===== src/rtl/cache_pkg.sv =====
// Shared types, default geometry and address-field helpers for the direct-mapped data cache.
package cache_pkg;

    localparam int INDEX_BITS_DEF  = 4;
    localparam int OFFSET_BITS_DEF = 2;
    localparam int TAG_BITS        = 32 - INDEX_BITS_DEF - OFFSET_BITS_DEF - 2;
    localparam int WORDS           = 1 << OFFSET_BITS_DEF;

    typedef enum logic [1:0] {
        IDLE   = 2'd0,
        REFILL = 2'd1,
        WRITE  = 2'd2
    } cache_state_e;

    // Word-in-line field; byte bits [1:0] are dropped.
    function automatic logic [31:0] addr_offset(input logic [31:0] addr, input int offset_bits);
        return (addr >> 2) & ((32'd1 << offset_bits) - 32'd1);
    endfunction

    // Line index field sitting directly above the word offset.
    function automatic logic [31:0] addr_index(input logic [31:0] addr, input int index_bits,
                                               input int offset_bits);
        return (addr >> (offset_bits + 2)) & ((32'd1 << index_bits) - 32'd1);
    endfunction

    // Everything above the index is the tag.
    function automatic logic [31:0] addr_tag(input logic [31:0] addr, input int index_bits,
                                             input int offset_bits);
        return addr >> (index_bits + offset_bits + 2);
    endfunction

endpackage


===== src/rtl/dcache_array.sv =====
// Tag, valid and data storage for the direct-mapped cache: combinational read, synchronous write.
module dcache_array
    import cache_pkg::*;
#(
    parameter int INDEX_BITS  = INDEX_BITS_DEF,
    parameter int OFFSET_BITS = OFFSET_BITS_DEF,
    parameter int TAG_W       = TAG_BITS
) (
    input  logic                   clk,
    input  logic                   rst,
    input  logic [INDEX_BITS-1:0]  index,
    input  logic [OFFSET_BITS-1:0] rd_offset,
    output logic                   rd_valid,
    output logic [TAG_W-1:0]       rd_tag,
    output logic [31:0]            rd_data,
    input  logic                   data_we,
    input  logic [OFFSET_BITS-1:0] wr_offset,
    input  logic [31:0]            wr_data,
    input  logic                   tag_we,
    input  logic [TAG_W-1:0]       wr_tag,
    input  logic                   valid_set,
    input  logic                   valid_clr
);

    localparam int LINES = 1 << INDEX_BITS;

    logic [LINES-1:0] valid_q;
    logic [TAG_W-1:0] tag_mem  [LINES];
    logic [31:0]      data_mem [LINES * (1 << OFFSET_BITS)];

    assign rd_valid = valid_q[index];
    assign rd_tag   = tag_mem[index];
    assign rd_data  = data_mem[{index, rd_offset}];

    // Valid bits are the only state wiped by reset; clearing wins so a refill start always invalidates.
    always_ff @(posedge clk or negedge rst) begin
        if (!rst) begin
            valid_q <= '0;
        end else if (valid_clr) begin
            valid_q[index] <= 1'b0;
        end else if (valid_set) begin
            valid_q[index] <= 1'b1;
        end
    end

    // Tag and data arrays are plain storage with no reset.
    always_ff @(posedge clk) begin
        if (tag_we) begin
            tag_mem[index] <= wr_tag;
        end
        if (data_we) begin
            data_mem[{index, wr_offset}] <= wr_data;
        end
    end

endmodule


===== src/rtl/dcache_direct.sv =====
// Direct-mapped write-through, no-write-allocate data cache with line refill and word write-through.
module dcache_direct
    import cache_pkg::*;
#(
    parameter int INDEX_BITS  = INDEX_BITS_DEF,
    parameter int OFFSET_BITS = OFFSET_BITS_DEF
) (
    input  logic        clk,
    input  logic        rst,
    input  logic        cpu_read,
    input  logic        cpu_write,
    input  logic [31:0] cpu_addr,
    input  logic [31:0] cpu_wdata,
    output logic [31:0] cpu_rdata,
    output logic        cpu_stall,
    output logic        mem_req,
    output logic        mem_we,
    output logic [31:0] mem_addr,
    output logic [31:0] mem_wdata,
    input  logic [31:0] mem_rdata,
    input  logic        mem_ack
);

    localparam int                     TAG_W     = 30 - INDEX_BITS - OFFSET_BITS;
    localparam int                     LOW_BITS  = OFFSET_BITS + 2;
    localparam logic [OFFSET_BITS-1:0] LAST_BEAT = '1;

    cache_state_e           state_q, state_d;
    logic [31:0]            addr_q, addr_d;
    logic [31:0]            wdata_q, wdata_d;
    logic [OFFSET_BITS-1:0] beat_q, beat_d;

    logic [31:0]            look_addr;
    logic [INDEX_BITS-1:0]  look_index;
    logic [OFFSET_BITS-1:0] look_offset;
    logic [TAG_W-1:0]       look_tag;
    logic                   line_valid;
    logic [TAG_W-1:0]       line_tag;
    logic [31:0]            line_word;
    logic                   hit;
    logic                   data_we, tag_we, valid_set, valid_clr;
    logic [OFFSET_BITS-1:0] wr_offset;
    logic [31:0]            wr_data;

    // While idle the array is probed with the live CPU address; otherwise with the latched one.
    assign look_addr   = (state_q == IDLE) ? cpu_addr : addr_q;
    assign look_index  = INDEX_BITS'(addr_index(look_addr, INDEX_BITS, OFFSET_BITS));
    assign look_offset = OFFSET_BITS'(addr_offset(look_addr, OFFSET_BITS));
    assign look_tag    = TAG_W'(addr_tag(look_addr, INDEX_BITS, OFFSET_BITS));
    assign hit         = line_valid && (line_tag == look_tag);

    // Refill writes the beat slot with memory data; a write hit updates the addressed word.
    assign wr_offset = (state_q == REFILL) ? beat_q : look_offset;
    assign wr_data   = (state_q == REFILL) ? mem_rdata : wdata_q;

    dcache_array #(
        .INDEX_BITS  (INDEX_BITS),
        .OFFSET_BITS (OFFSET_BITS),
        .TAG_W       (TAG_W)
    ) u_array (
        .clk       (clk),
        .rst       (rst),
        .index     (look_index),
        .rd_offset (look_offset),
        .rd_valid  (line_valid),
        .rd_tag    (line_tag),
        .rd_data   (line_word),
        .data_we   (data_we),
        .wr_offset (wr_offset),
        .wr_data   (wr_data),
        .tag_we    (tag_we),
        .wr_tag    (look_tag),
        .valid_set (valid_set),
        .valid_clr (valid_clr)
    );

    // Next-state logic for the controller, latches, beat counter and array write strobes.
    always_comb begin
        state_d   = state_q;
        addr_d    = addr_q;
        wdata_d   = wdata_q;
        beat_d    = beat_q;
        data_we   = 1'b0;
        tag_we    = 1'b0;
        valid_set = 1'b0;
        valid_clr = 1'b0;
        case (state_q)
            IDLE: begin
                if (cpu_write) begin
                    addr_d  = {cpu_addr[31:2], 2'b00};
                    wdata_d = cpu_wdata;
                    state_d = WRITE;
                end else if (cpu_read && !hit) begin
                    addr_d    = {cpu_addr[31:LOW_BITS], {LOW_BITS{1'b0}}};
                    beat_d    = '0;
                    valid_clr = 1'b1;
                    state_d   = REFILL;
                end
            end
            REFILL: begin
                if (mem_ack) begin
                    data_we = 1'b1;
                    beat_d  = beat_q + 1'b1;
                    if (beat_q == LAST_BEAT) begin
                        valid_set = 1'b1;
                        tag_we    = 1'b1;
                        state_d   = IDLE;
                    end
                end
            end
            WRITE: begin
                if (mem_ack) begin
                    data_we = hit;
                    state_d = IDLE;
                end
            end
            default: state_d = IDLE;
        endcase
    end

    // Controller registers; reset abandons any beat in flight.
    always_ff @(posedge clk or negedge rst) begin
        if (!rst) begin
            state_q <= IDLE;
            addr_q  <= '0;
            wdata_q <= '0;
            beat_q  <= '0;
        end else begin
            state_q <= state_d;
            addr_q  <= addr_d;
            wdata_q <= wdata_d;
            beat_q  <= beat_d;
        end
    end

    // Core-side stall: misses and stores hold the core until the memory side is finished.
    always_comb begin
        cpu_stall = 1'b0;
        case (state_q)
            IDLE:    cpu_stall = cpu_write || (cpu_read && !hit);
            REFILL:  cpu_stall = 1'b1;
            WRITE:   cpu_stall = !mem_ack;
            default: cpu_stall = 1'b0;
        endcase
    end

    assign cpu_rdata = (state_q == IDLE && cpu_read && !cpu_write && hit) ? line_word : '0;

    // Memory-side outputs decode purely from registered state so they hold steady until acked.
    assign mem_req   = (state_q != IDLE);
    assign mem_we    = (state_q == WRITE);
    assign mem_addr  = (state_q == REFILL) ? {addr_q[31:LOW_BITS], beat_q, 2'b00} :
                       (state_q == WRITE)  ? addr_q : '0;
    assign mem_wdata = (state_q == WRITE) ? wdata_q : '0;

endmodule


===== config.mk =====
export PLATFORM = sky130hd
export DESIGN_NAME = dcache_direct
export DESIGN_NICKNAME = d
export VERILOG_FILES = /design/src/rtl/cache_pkg.sv /design/src/rtl/dcache_array.sv /design/src/rtl/dcache_direct.sv
export SDC_FILE = /design/constraint.sdc
export NUM_CORES = 2
export LEC_CHECK = 0
export BUFFER_PORTS_ARGS = -buffer_cell sky130_fd_sc_hd__buf_2
export CELL_PAD_IN_SITES_DETAIL_PLACEMENT = 1
export CELL_PAD_IN_SITES_GLOBAL_PLACEMENT = 1
export CORE_MARGIN = 4
export CORE_UTILIZATION = 30
export CTS_BUF_LIST = sky130_fd_sc_hd__clkbuf_16
export DETAILED_ROUTE_END_ITERATION = 16
export PLACE_DENSITY_LB_ADDON = 0.1
export SETUP_SLACK_MARGIN = 0.4
export SLEW_MARGIN = 40
export SYNTH_ARGS = -nofsm -noshare
export SYNTH_HDL_FRONTEND = slang
export SYNTH_SLANG_ARGS = --single-unit

===== constraint.sdc =====
create_clock -name clk -period 18.35 [get_ports clk]
set_clock_uncertainty 0.2 [all_clocks]
set_input_delay 3.67 -clock clk [delete_from_list [all_inputs] [get_ports clk]]
set_output_delay 3.67 -clock clk [all_outputs]
set_load 0.005 [all_outputs]

=== Yosys cells after proc, flatten, opt, wreduce, memory -nomap -nowiden ===
Memory sizes are Yosys's and may differ from the RTL's.
Index checks and enable logic that the tools add are counted.

* Register bits: 84
* Memory bits (writable): 2,432
* Input port bits: 101
* Word-level logic and storage cells: 81
* Memories kept: 2

{| class="wikitable"
|+ Memories
! name !! depth !! width !! read ports !! clocked after Yosys merged registers in !! write ports !! line !! RTL
|-
| u_array.data_mem || 64 || 32 || 1 || 0 || 1 || dcache_array.sv:29 || <nowiki>logic [31:0] data_mem [LINES * (1 << OFFSET_BITS)];</nowiki>
|-
| u_array.tag_mem || 16 || 24 || 1 || 0 || 1 || dcache_array.sv:28 || <nowiki>logic [TAG_W-1:0] tag_mem [LINES];</nowiki>
|}

* Add/subtract/negate cells: 1
* Magnitude comparators: 2
* Equality and inequality tests: 10
* Muxes and demuxes: 39
* Bitwise logic cells: 3
* Reductions and logical operators: 19

{| class="wikitable"
|+ Operator list
! cell !! count
|-
| 32-bit 2-to-1 mux || 8
|-
| 16-bit 2-to-1 mux || 2
|-
| 24-bit equality test || 1
|-
| 2-bit 2-to-1 mux || 9
|-
| 16-bit AND || 1
|-
| 16-bit NOT || 1
|-
| 16-bit bitwise OR || 1
|-
| 1-bit 2-to-1 mux || 14
|-
| 4-bit AND reduction || 2
|-
| 2-bit nonzero test || 4
|-
| 1-bit logical AND || 6
|-
| 2-bit by 1-bit != test with 1-bit output, second input constant || 3
|-
| 2-bit one-hot mux with 3 select lines || 1
|-
| 4-bit by 5-bit < comparator with 1-bit output, second input constant || 1
|-
| 1-bit binary-select mux with 4-bit select || 1
|-
| 1-bit demux with 4-bit select || 1
|-
| 2-bit equality test, second input constant || 2
|-
| 4-bit by 1-bit greater-or-equal comparator with 1-bit output, second input constant || 1
|-
| 2-bit != test, second input constant || 2
|-
| 2-bit one-hot mux with 2 select lines || 1
|-
| 2-bit AND reduction || 2
|-
| 1-bit zero test || 3
|-
| 3-bit by 2-bit != test with 1-bit output, second input constant || 1
|-
| 1-bit one-hot mux with 3 select lines || 1
|-
| other kinds (5) || 5
|}

=== Logic depth before layout (Yosys ltp) ===
* Depth in word-level cells: 11
* Gate-level depth with buffers: 18

=== By module ===
A second synthesis with hierarchy kept.

* Cells, all modules: 4,294
* Area, all modules: 96,959.2 µm²

{| class="wikitable"
|+ By module, submodules not included
! module !! times used !! cells an instance !! area an instance (µm²)
|-
| dcache_array || 1 || 3,884 || 92,327.3
|-
| dcache_direct || 1 || 410 || 4,631.9
|}

=== Worst setup path after synthesis ===
OpenSTA, ideal clock, no wires.

* Kind: input-to-output
* Start: input port cpu_addr[4]
* End: output port cpu_rdata[0]
* Data arrival time: 6.649 ns
* Path slack: 7.831 ns
* Stages on the path: 14
* Buffers on the path: 5
* Path through: mux2_4 > buf_6 > buf_2 > clkbuf_1 > nor3_1 > o41ai_1 > nand4_1 > xor2_1 > nand4_1 > or3_1 > or4_1 > buf_2 > buf_6 > nor4_2

* Word-level cells in the longest chain between the ends: 6
* Elaborated cells between the ends (all ways): 9
* Those cells by class: eq/ne (1); mux (4); reduce/logical (2); memory (2)

{| class="wikitable"
|+ Ends and longest elaborated chain
! item !! line !! RTL
|-
| start, declared || dcache_direct.sv:12 || <nowiki>input logic [31:0] cpu_addr,</nowiki>
|-
| 32-bit 2-to-1 mux * || dcache_direct.sv:46 || <nowiki>assign look_addr = (state_q == IDLE) ? cpu_addr : addr_q;</nowiki>
|-
| memory 16 x 24 bit / 1-bit binary-select mux with 4-bit select (equally long branches) || n/a ||
|-
| 24-bit equality test / 1-bit 2-to-1 mux (equally long branches) || dcache_direct.sv:50, dcache_array.sv:31 ||
|-
| 1-bit logical AND || dcache_direct.sv:50 || <nowiki>assign hit = line_valid && (line_tag == look_tag);</nowiki>
|-
| 1-bit logical AND || dcache_direct.sv:147 || <nowiki>assign cpu_rdata = (state_q == IDLE && cpu_read && !cpu_write && hit) ? line_word : '0;</nowiki>
|-
| 32-bit 2-to-1 mux * || dcache_direct.sv:147 ||
|-
| end, declared || dcache_direct.sv:14 || <nowiki>output logic [31:0] cpu_rdata,</nowiki>
|}

Every way passes the cells marked *; elsewhere a longest branch is shown, timed or not. The select of a mux whose other input is x is not followed.

=== Worst setup path after layout ===
* Start: input port cpu_addr[4]
* End: output port cpu_rdata[21]

The elaborated chain is that of the path after synthesis.

==> results_dict.tcl <==
set metrics [dict create \
    wire_per_inst_um 33.9 \
    grt_max_degree 104 \
    worstMarginPinSlew_ns 0.968 \
    clkPwrFrac 0.273 \
    fin_setup_tns_ns 0 \
    htreeDepth 5 \
    cts_setup_buffers 0 \
    seq_area_frac_synth 0.765 \
    synth-compound-area-share 0.0261 \
    final_util 0.356 \
    cp_max_fo 103 \
    wl_met1_mm 156 \
    synth-seq-cells 2514 \
    synthCells 4956 \
    drive_above_1_share 0.293 \
    rsz0062_at_grt "no" \
    path_clk_slew_ns 0.06 \
    min_period_ns 13.03 \
    p_leak_nw 36.6 \
    synth_top_family_by_area "multiplexers" \
    fin_crit_sh 0.710 \
    final_antenna_net_count 0 \
    overflow 0 \
    rr_startpoint "state_q[1]$_DFFE_PN0P_" \
    wl_met3_mm 17.1 \
    cts_resized 0 \
    drtIter0Drc 5019 \
    clk_latency_ns 0.90 \
    p_sw_frac 0.369 \
    met2WireLength_mm 159 \
    synth_xor_area_frac 0.00205 \
    die-area_sq_mm 0.336 \
    synth_cell_type_count 72 \
    slowest_delay_ns 0.84 \
    finalWirelength_mm 337 \
    top_layer "met5" \
    core_sq_mm 0.325 \
    critPathRequiredTime_ns 14.48 \
    path_class "in -> out" \
    rr_worst_depth 19 \
    drc 0 \
    synthAdderAreaFrac 0.000638 \
    grt_antenna_before_repair 23 \
    cp-start-kind "input port" \
    ys_warn_count 0 \
    die_w_um 580 \
    reg2reg_to "u_array.data_mem[4][6]$_DFFE_PP_" \
    cts_tree "done" \
    hold_depth 1 \
    cp_num_cells 13 \
    cts-root-buf "clkbuf_16" \
    cp-end-kind "output pin" \
    crit_path_top_delay_cell "or4_4" \
    vias 51900 \
    setup_viol 0 \
    port-buffer-count 195 \
    fmax_ghz 0.0767 \
    synth_ff_type "edfxtp_1" \
    synth_enable_flop_cells 2432 \
    io_pins 200 \
    vias_per_cell 5.21 \
    maxCapViolations 0 \
    max-slew-margin-rel 0.348 \
    crit_family "simple AND/OR/NAND/NOR gates" \
    first_pass_iters 5 \
    die_h_um 580 \
    switchingPower_mw 7.76 \
    status "finished clean" \
    hpwl_mm 192 \
    min_path_type "reg -> reg" \
    globalRouteTotalUtil 0.197 \
    clockBufferDepth 4 \
    clock_sinks 2514 \
    power_frac_comb 0.368 \
    powerDensity_mw_per_mm2 182 \
    gp_congestion 0.738 \
    synthArstFlopShare 0.0326 \
    synth-simple-area-share 0.0499 \
    finalHoldViolCount 0 \
    start_util 0.302 \
    grt_first_pass_wirelength_mm 467 \
    rows 209 \
    cts_buffers 292 \
    reg2reg_slack_ns 10.89 \
    grt_pass1_vias 54500 \
    peakVddDrop_mv 0.157 \
    crit_chain "buf_2 -> mux2_8 -> buf_12 -> mux4_2 -> o22ai_1 -> nor2_1 -> xnor2_1 -> nand4_1 -> or3_1 -> or4_4 -> buf_12 -> nor4_2 -> buf_2" \
    drv_slew 0 \
    cp.arrival_ns 9.16 \
    synth_area_sq_mm 0.0981 \
    synth_mux_area_frac 0.141 \
    nNetsFinal 5499 \
    internal_power_mw 13.3 \
    areaGrowthSynthToFinish_pct 17.9 \
    pwr-share-seq 0.359 \
    syn_area_per_cell_sq_um 19.8 \
    worst-path-buf-inv 4 \
    cts_hold_buf 0 \
]
through the flow:
stage	instances	cell area [sq um]	setup WS (ns)	hold WS (ns)	power [mW]
2_1_floorplan	4957	98100	7.83	0.265	12.0
3_3_place_gp	9406	106000	4.81	0.280	15.3
3_5_place_dp	9413	106000	5.23	0.283	15.5
4_1_cts	9934	115000	5.21	0.297	21.3
5_1_grt	9946	116000	4.99	0.328	22.0
6_report	9953	116000	5.32	0.295	21.0
layout make-up:
cell class / count / area (sq um)
clock inverter: 219 / 1810
sequential: 2514 / 75100
fill: 31700 / 209000
inverter: 15 / 56.3
timing repair buffer: 454 / 3350
clock buffer: 302 / 7560
tap: 4325 / 5410
multi-input combinational: 2116 / 22400
antenna: 8 / 20.0
worst max-delay path by stage:
stage           startpoint       endpoint  slack [ns]
6_report       cpu_addr[4]  cpu_rdata[21]        5.32
5_1_grt        cpu_addr[5]  cpu_rdata[21]        4.99
4_1_cts        cpu_addr[5]  cpu_rdata[21]        5.21
3_5_place_dp   cpu_addr[5]  cpu_rdata[21]        5.23
3_3_place_gp   cpu_addr[4]  cpu_rdata[22]        4.81
2_1_floorplan  cpu_addr[4]   cpu_rdata[0]        7.83
routing by layer:
layer,global-route usage,vias up
li1,-,21300
met1,0.286,29000
met2,0.317,1287
met3,0.0325,302
met4,0.0295,4
met5,0,-
cells by family (layout without fill, tap and decap cells):
logic type | count (synthesis) | in the layout
buf+inv | 327 | 990
simple gates | 1035 | 1035
fa+ha+maj | 5 | 5
xor+xnor | 23 | 23
mux | 688 | 688
flops | 2514 | 2514
other cells | 1 | 10
compound gates | 363 | 363
synth_stat cells, drive strengths merged, types with 4 or more instances:
library cell / n / share of area
ha: 5 / 0.00064
buf: 176 / 0.0090
o32ai: 4 / 0.00036
nand3: 92 / 0.0047
mux4: 540 / 0.12
xor2: 11 / 0.00098
o32a: 8 / 0.00082
and3: 18 / 0.0011
nand2: 376 / 0.014
mux2: 112 / 0.014
nand4: 23 / 0.0015
a31oi: 58 / 0.0037
or3: 5 / 0.00032
xnor2: 12 / 0.0011
edfxtp: 2432 / 0.74
o211ai: 5 / 0.00038
and2: 37 / 0.0024
o22ai: 75 / 0.0048
clkbuf: 136 / 0.0052
a21oi: 53 / 0.0027
a32oi: 14 / 0.0012
mux2i: 36 / 0.0038
a2111oi: 13 / 0.0016
o21ai: 33 / 0.0017
o41ai: 60 / 0.0054
nor3: 316 / 0.016
o221ai: 10 / 0.00089
dfrtp: 82 / 0.021
a22oi: 6 / 0.00046
nor2: 104 / 0.0040
nor2b: 31 / 0.0020
nor4: 20 / 0.0024
a211oi: 7 / 0.00054
inv: 15 / 0.00057
placed cells by master, fill, tap and decap left out, types with 88 or more instances in the layout:
cell type and instances:
nor3_1 247, clkbuf_16 302, inv_1 88, buf_4 209, nand3_1 91, mux4_2 540, nor2_1 91, buf_2 194
nand2_1 367, edfxtp_1 2432
state kept, by name, summed over array words and instances (netlist names), named ones only:
signal            cells
u_array.data_mem   2048
u_array.tag_mem     384
wdata_q              32
addr_q               30
beat_q                2
state_q               2
power by group through the flow:
stage                     Combinational (mW)  Sequential, mW  Clock (mW)
final                                   7.73            7.55        5.74
after global routing                    8.28            7.56        6.16
after CTS                               7.80            7.56        5.91
after detailed placement                7.79            7.68           0
after global placement                  7.63            7.68           0
after floorplan                         4.32            7.64           0
Note: power is estimated with default switching activity, not from simulation.
